`src/rtl/uart_rx_top.sv`:
```
// UART receiver. Oversamples the serial line, recovers frames of
// start(0), DATAWIDTH data bits LSB-first, an optional parity bit and stop(1),
// and reports each frame with a one-cycle strobe.
//
// Ports:
//   clk        system clock, all logic on the rising edge
//   rst        synchronous active-high reset
//   RX_IN      asynchronous serial line, idles high
//   PAR_EN     1 = frame carries a parity bit (latched at start detection)
//   PAR_TYP    0 = even, 1 = odd parity (latched at start detection)
//   P_DATA     last good data word
//   DATA_VALID one-cycle strobe, P_DATA holds a good frame
//   PAR_ERR    one-cycle strobe, parity mismatch
//   STP_ERR    one-cycle strobe, stop bit sampled 0
//   RX_BUSY    high whenever the receiver is not idle
module uart_rx_top #(
  parameter int unsigned DATAWIDTH  = 8,
  parameter int unsigned OVERSAMPLE = 8,
  parameter int unsigned CNTWIDTH   = 5
) (
  input  logic                 clk,
  input  logic                 rst,
  input  logic                 RX_IN,
  input  logic                 PAR_EN,
  input  logic                 PAR_TYP,
  output logic [DATAWIDTH-1:0] P_DATA,
  output logic                 DATA_VALID,
  output logic                 PAR_ERR,
  output logic                 STP_ERR,
  output logic                 RX_BUSY
);

  localparam logic [CNTWIDTH-1:0] EdgeLast  = CNTWIDTH'(OVERSAMPLE - 1);
  localparam logic [CNTWIDTH-1:0] SampFirst = CNTWIDTH'(OVERSAMPLE / 2 - 1);
  localparam logic [CNTWIDTH-1:0] SampMid   = CNTWIDTH'(OVERSAMPLE / 2);
  localparam logic [CNTWIDTH-1:0] SampLast  = CNTWIDTH'(OVERSAMPLE / 2 + 1);
  localparam logic [CNTWIDTH-1:0] BitLast   = CNTWIDTH'(DATAWIDTH - 1);

  typedef enum logic [2:0] {
    StIdle,
    StStart,
    StData,
    StParity,
    StStop
  } state_e;

  state_e state_q, state_d;

  logic                 sync1_q, rx_s_q;
  logic [CNTWIDTH-1:0]  edge_cnt_q, edge_cnt_d;
  logic [CNTWIDTH-1:0]  bit_cnt_q, bit_cnt_d;
  logic [1:0]           samp_q, samp_d;
  logic [DATAWIDTH-1:0] shift_q, shift_d;
  logic                 par_en_q, par_en_d;
  logic                 par_typ_q, par_typ_d;
  logic                 par_bad_q, par_bad_d;
  logic                 stop_bit_q, stop_bit_d;
  logic [DATAWIDTH-1:0] p_data_q, p_data_d;
  logic                 dv_q, dv_d;
  logic                 pe_q, pe_d;
  logic                 se_q, se_d;

  logic edge_wrap;
  logic decide;
  logic maj_bit;

  assign edge_wrap = (edge_cnt_q == EdgeLast);
  assign decide    = (edge_cnt_q == SampLast);
  // Third sample is the live rx_s at the decision slot.
  assign maj_bit   = (samp_q[0] & samp_q[1]) | (samp_q[0] & rx_s_q) | (samp_q[1] & rx_s_q);

  always_ff @(posedge clk) begin
    if (rst) begin
      sync1_q    <= 1'b1;
      rx_s_q     <= 1'b1;
      state_q    <= StIdle;
      edge_cnt_q <= '0;
      bit_cnt_q  <= '0;
      samp_q     <= '0;
      shift_q    <= '0;
      par_en_q   <= 1'b0;
      par_typ_q  <= 1'b0;
      par_bad_q  <= 1'b0;
      stop_bit_q <= 1'b1;
      p_data_q   <= '0;
      dv_q       <= 1'b0;
      pe_q       <= 1'b0;
      se_q       <= 1'b0;
    end else begin
      sync1_q    <= RX_IN;
      rx_s_q     <= sync1_q;
      state_q    <= state_d;
      edge_cnt_q <= edge_cnt_d;
      bit_cnt_q  <= bit_cnt_d;
      samp_q     <= samp_d;
      shift_q    <= shift_d;
      par_en_q   <= par_en_d;
      par_typ_q  <= par_typ_d;
      par_bad_q  <= par_bad_d;
      stop_bit_q <= stop_bit_d;
      p_data_q   <= p_data_d;
      dv_q       <= dv_d;
      pe_q       <= pe_d;
      se_q       <= se_d;
    end
  end

  always_comb begin
    state_d    = state_q;
    edge_cnt_d = edge_cnt_q;
    bit_cnt_d  = bit_cnt_q;
    samp_d     = samp_q;
    shift_d    = shift_q;
    par_en_d   = par_en_q;
    par_typ_d  = par_typ_q;
    par_bad_d  = par_bad_q;
    stop_bit_d = stop_bit_q;
    p_data_d   = p_data_q;
    dv_d       = 1'b0;
    pe_d       = 1'b0;
    se_d       = 1'b0;

    if (state_q != StIdle) begin
      edge_cnt_d = edge_wrap ? '0 : edge_cnt_q + CNTWIDTH'(1);
      if (edge_cnt_q == SampFirst) samp_d[0] = rx_s_q;
      if (edge_cnt_q == SampMid)   samp_d[1] = rx_s_q;
    end

    unique case (state_q)
      StIdle: begin
        edge_cnt_d = '0;
        bit_cnt_d  = '0;
        if (!rx_s_q) begin
          // Detect cycle is slot 0 of the start bit.
          state_d    = StStart;
          edge_cnt_d = CNTWIDTH'(1);
          par_en_d   = PAR_EN;
          par_typ_d  = PAR_TYP;
          par_bad_d  = 1'b0;
        end
      end
      StStart: begin
        if (decide && maj_bit) begin
          // Line was back high at mid-bit: treat as a glitch.
          state_d    = StIdle;
          edge_cnt_d = '0;
        end else if (edge_wrap) begin
          state_d   = StData;
          bit_cnt_d = '0;
        end
      end
      StData: begin
        // Right shift: after DATAWIDTH bits the first one sits at bit 0.
        if (decide) shift_d = {maj_bit, shift_q[DATAWIDTH-1:1]};
        if (edge_wrap) begin
          if (bit_cnt_q == BitLast) begin
            bit_cnt_d = '0;
            state_d   = par_en_q ? StParity : StStop;
          end else begin
            bit_cnt_d = bit_cnt_q + CNTWIDTH'(1);
          end
        end
      end
      StParity: begin
        if (decide) par_bad_d = maj_bit ^ (^shift_q) ^ par_typ_q;
        if (edge_wrap) state_d = StStop;
      end
      StStop: begin
        if (decide) stop_bit_d = maj_bit;
        if (edge_wrap) begin
          state_d = StIdle;
          pe_d    = par_en_q & par_bad_q;
          se_d    = ~stop_bit_q;
          dv_d    = ~(par_en_q & par_bad_q) & stop_bit_q;
          if (~(par_en_q & par_bad_q) & stop_bit_q) p_data_d = shift_q;
        end
      end
      default: begin
        state_d    = StIdle;
        edge_cnt_d = '0;
        bit_cnt_d  = '0;
      end
    endcase
  end

  assign P_DATA     = p_data_q;
  assign DATA_VALID = dv_q;
  assign PAR_ERR    = pe_q;
  assign STP_ERR    = se_q;
  assign RX_BUSY    = (state_q != StIdle);

endmodule

```
`config.mk`:
```
export PLATFORM = sky130hd
export DESIGN_NAME = uart_rx_top
export DESIGN_NICKNAME = d
export VERILOG_FILES = /design/src/rtl/uart_rx_top.sv
export SDC_FILE = /design/constraint.sdc
export NUM_CORES = 1
export LEC_CHECK = 0
export CAP_MARGIN = 20
export CORE_AREA = 2 2 63 65
export DETAILED_ROUTE_END_ITERATION = 12
export DIE_AREA = 0 0 65 67
export PLACE_DENSITY = 0.78
export SKIP_CTS_REPAIR_TIMING = 1
export SLEW_MARGIN = 25
export SYNTH_ARGS = -nofsm -noshare
export SYNTH_HDL_FRONTEND = slang
export SYNTH_SLANG_ARGS = --single-unit
```
`constraint.sdc`:
```
create_clock -name clk -period 2.15 [get_ports clk]
set_clock_uncertainty 0.15 [all_clocks]
set_input_delay 0.645 -clock clk [delete_from_list [all_inputs] [get_ports clk]]
set_output_delay 0.645 -clock clk [all_outputs]
set_load 0.03 [all_outputs]
```
==> out/results.txt <==
The kind of start point of the critical path is a flop. Register clock-pin slew on the reported worst setup and hold paths: 80 ps. The layout has 307 filler cells. The number of design rule violations left after detail routing was 0; the overall track demand over capacity in global routing was 21.1%.

Relative to the synthesized area, the layout overhead comes to 18.6%. Across the run, the number of max-cap violations was 0. The detailed-router iteration count before antenna repair is 4.

The tools report the clock latency of the later-clocked register in the worst-skew pair as 290 ps. Number of buffers added by the clock tree synthesis step: 5. The cell with the most instances after synthesis is dfxtp_1. After synthesis, the cell types taking the most area are dfxtp_1, mux2i_1, nor2_1.

In this run the power density over the cells is 556 nW/µm². Die span in y: 67 µm. For the setup violation total in the final timing report, the log shows 0.

The path class of the tightest hold or removal check is flop to flop. In the final layout, the share of cells above drive strength 1 is 13.8%. For the final routed database, the setup TNS stands at 0 ps. Synthesis produced a netlist with a net count of 230. The tools report the clock root buffer as clkbuf_8. The leakage power was 0.958 nW; the final net count was 257. Worst path buffer plus inverter count: 1.

The flow ran to the end, and the final reports show no timing, DRC or antenna violations. Number of nets with antenna violations after routing: 0. During placement, the flow inserted port buffers numbering 16.

Including well taps, the total number of placed cells is 288. Top flip-flop cell by instance count after synthesis: dfxtp_1. Across the VDD grid, the largest voltage drop is 0.395 mV. Of the available clock period, the critical path in the final layout requires 97.3%. For the via count of the first global-routing pass, the log shows 1576. The standard cell core area was 3610 µm²; the x dimension of the die was 65 µm.

The initial utilization of the core area, before any placement, comes to 55.4%. The clock sink count was 40. Summing the sequential cell areas from Yosys gives 40.1% of the chip area.

The die covers 4360 µm². The minimum period implied by the final worst setup slack is 2090 ps. Counting flops with an async set or reset pin after synthesis yields a share of 0%. Largest net degree at the start of global routing: 15. At the pin with the least slew margin, the transition time is 610 ps. The worst setup path is of the flop to output port kind. The slowest stage of the critical path is the clkdlybuf4s50_1 cell. Number of warnings issued by yosys: 0. The area fraction of the dominant cell type after synthesis is 40.1%. The routed layout has 1634 vias.

Summed over all layers, the global routing overflow is 0. The maximum clock path buffer count was 2; the final-report hold violation count was 0. The first routing iteration left 86 violations.

Endpoint kind of the worst setup timing path: an output port. The leading area contributor after synthesis is dfxtp_1. The final routed wire length divided by cell count came out at 13.1 µm. The H-tree was split into 2 levels. 17 I/O pins were placed. The final wirelength was 3850 µm. The tools report the number of standard-cell rows in the floorplan as 22.

Setup repair after global routing left no endpoint under its margin. Broken down by cell family, the worst path's largest delay share belongs to buffers and inverters. Footprint of the flip-flops and latches: 801 µm².

By count the netlist is led by dfxtp_1, nor2_1, a21oi_1. The critical path goes through clkdlybuf4s50_1. Counting flops with a built-in enable in the synthesized netlist gives 0. The required time at the worst-slack endpoint is 1350 ps. The post-synthesis cell area was 2000 µm²; the multi-input combinational cell area was 1110 µm². The run gives 52 as the number of distinct library cell variants in the gate-level netlist after synthesis. Derived from the worst setup path, the maximum achievable clock frequency is 478 MHz. TritonCTS built the clock tree. Synthesis produced a netlist whose cell count is 220. The repair_antennas step left the layout with diodes totalling 0. After the flow finishes, the layout carries non-filler instances totaling 295. The logs give 59.0% for the relative slew slack and 7040 µm for the global-route wire length before repair.

The critical path data arrival time is 1300 ps, and the count of state elements after synthesis is 40. The largest single stage delay on the critical path is 670 ps. The sum of net half-perimeters after detailed placement came out at 2850 µm. The average instance in the mapped netlist occupies 9.08 µm². After detailed routing, the number of vias per cell comes to 5.54.

The congestion estimate from routability-driven global placement came to 0.806. The run gives 0 as the number of pins with negative max-slew slack in the final report. For the number of antenna violations at the first check in global routing, the log shows 0. The highest net fanout along the worst path works out to 2.
==> sequential cells by signal, indices dropped and copies added, names as in the netlist <==
signal	flops
state_q	3
P_DATA	8
edge_cnt_q	5
bit_cnt_q	5
stop_bit_q	1
par_en_q	1
par_bad_q	1
samp_q	2
par_typ_q	1
rx_s_q	1
sync1_q	1
PAR_ERR	1
STP_ERR	1
DATA_VALID	1
shift_q	8
==> final cells by class <==
type	instances	area share, %
clock buffer	5	2.91
clock inverter	2	0.528
inverter	6	0.951
multi-input combinational	161	47.0
sequential	40	33.8
tap	48	2.54
timing repair buffer	33	12.3
==> worst paths after layout <==
kind / startpoint / to / slack, ps / cells past startpoint
hold / removal: sync1_q / rx_s_q / 280 / 1
setup / recovery: P_DATA[2] / P_DATA[2] / 60 / 1
hold reg to reg: sync1_q / rx_s_q / 280 / 1
setup reg to reg: bit_cnt_q[0] / state_q[0] / 150 / 5
==> power by group <==
part,internal [W],switching (W)
clock network,0.000220,0.000256
logic,0.0000443,0.0000422
registers,0.000746,0.00000883
total,0.00101,0.000307
==> per-layer routing <==
layer | global-route usage [%] | up-vias | wire (µm)
li1 | - | 829 | -
met1 | 25.4 | 766 | 1830
met2 | 34.8 | 32 | 1800
met3 | 6.08 | 7 | 144
met4 | 9.31 | 0 | 80
met5 | 0 | - | 0
==> kinds of logic (layout without fill, tap and decap cells) <==
family                   count (synthesis)  after routing  share of synthesized area, %
AO/OA/AOI/OAI                           40             40                          13.2
AND/OR/NAND/NOR                         89             89                          25.6
buffers and inverters                   19             46                          4.20
flip-flops                              40             40                          40.1
adder cells (fa/ha/maj)                  6              6                          3.70
multiplexers                            16             16                          8.08
XOR/XNOR                                10             10                          5.08
==> through the flow <==
| step | area, µm² | utilization [%] | setup WS, ps | power [W] | hold WS [ps] |
|---|---|---|---|---|---|
| after floorplan | 2000 | - | 232 | 0.000825 | 239 |
| after global placement | 2280 | 63.3 | 91.6 | 0.000857 | 254 |
| after detailed placement | 2280 | 63.3 | 54.8 | 0.000858 | 256 |
| after CTS | 2360 | 65.5 | 10.9 | 0.00133 | 278 |
| after global routing | 2370 | 65.7 | 3.37 | 0.00138 | 319 |
| final | 2370 | 65.7 | 59.0 | 0.00132 | 277 |
==> cell usage in the layout, fill, tap and decap left out, drive strengths merged, types with 2 or more instances in the layout <==
master,instances
nand2b,5
or3,2
dlymetal6s2s,2
nand4,5
a21boi,4
nor2,25
nor3,3
nor4,4
and4bb,3
clkbuf,5
clkdlybuf4s50,13
or2,4
nor2b,3
a2111oi,2
mux2i,15
buf,18
o21ai,6
a31oi,2
inv,6
xnor2,6
nand3,11
xor2,3
dfxtp,40
ha,5
or3b,2
a21oi,17
nand2,14
nor3b,4
Power figures use the tool's default switching activity.
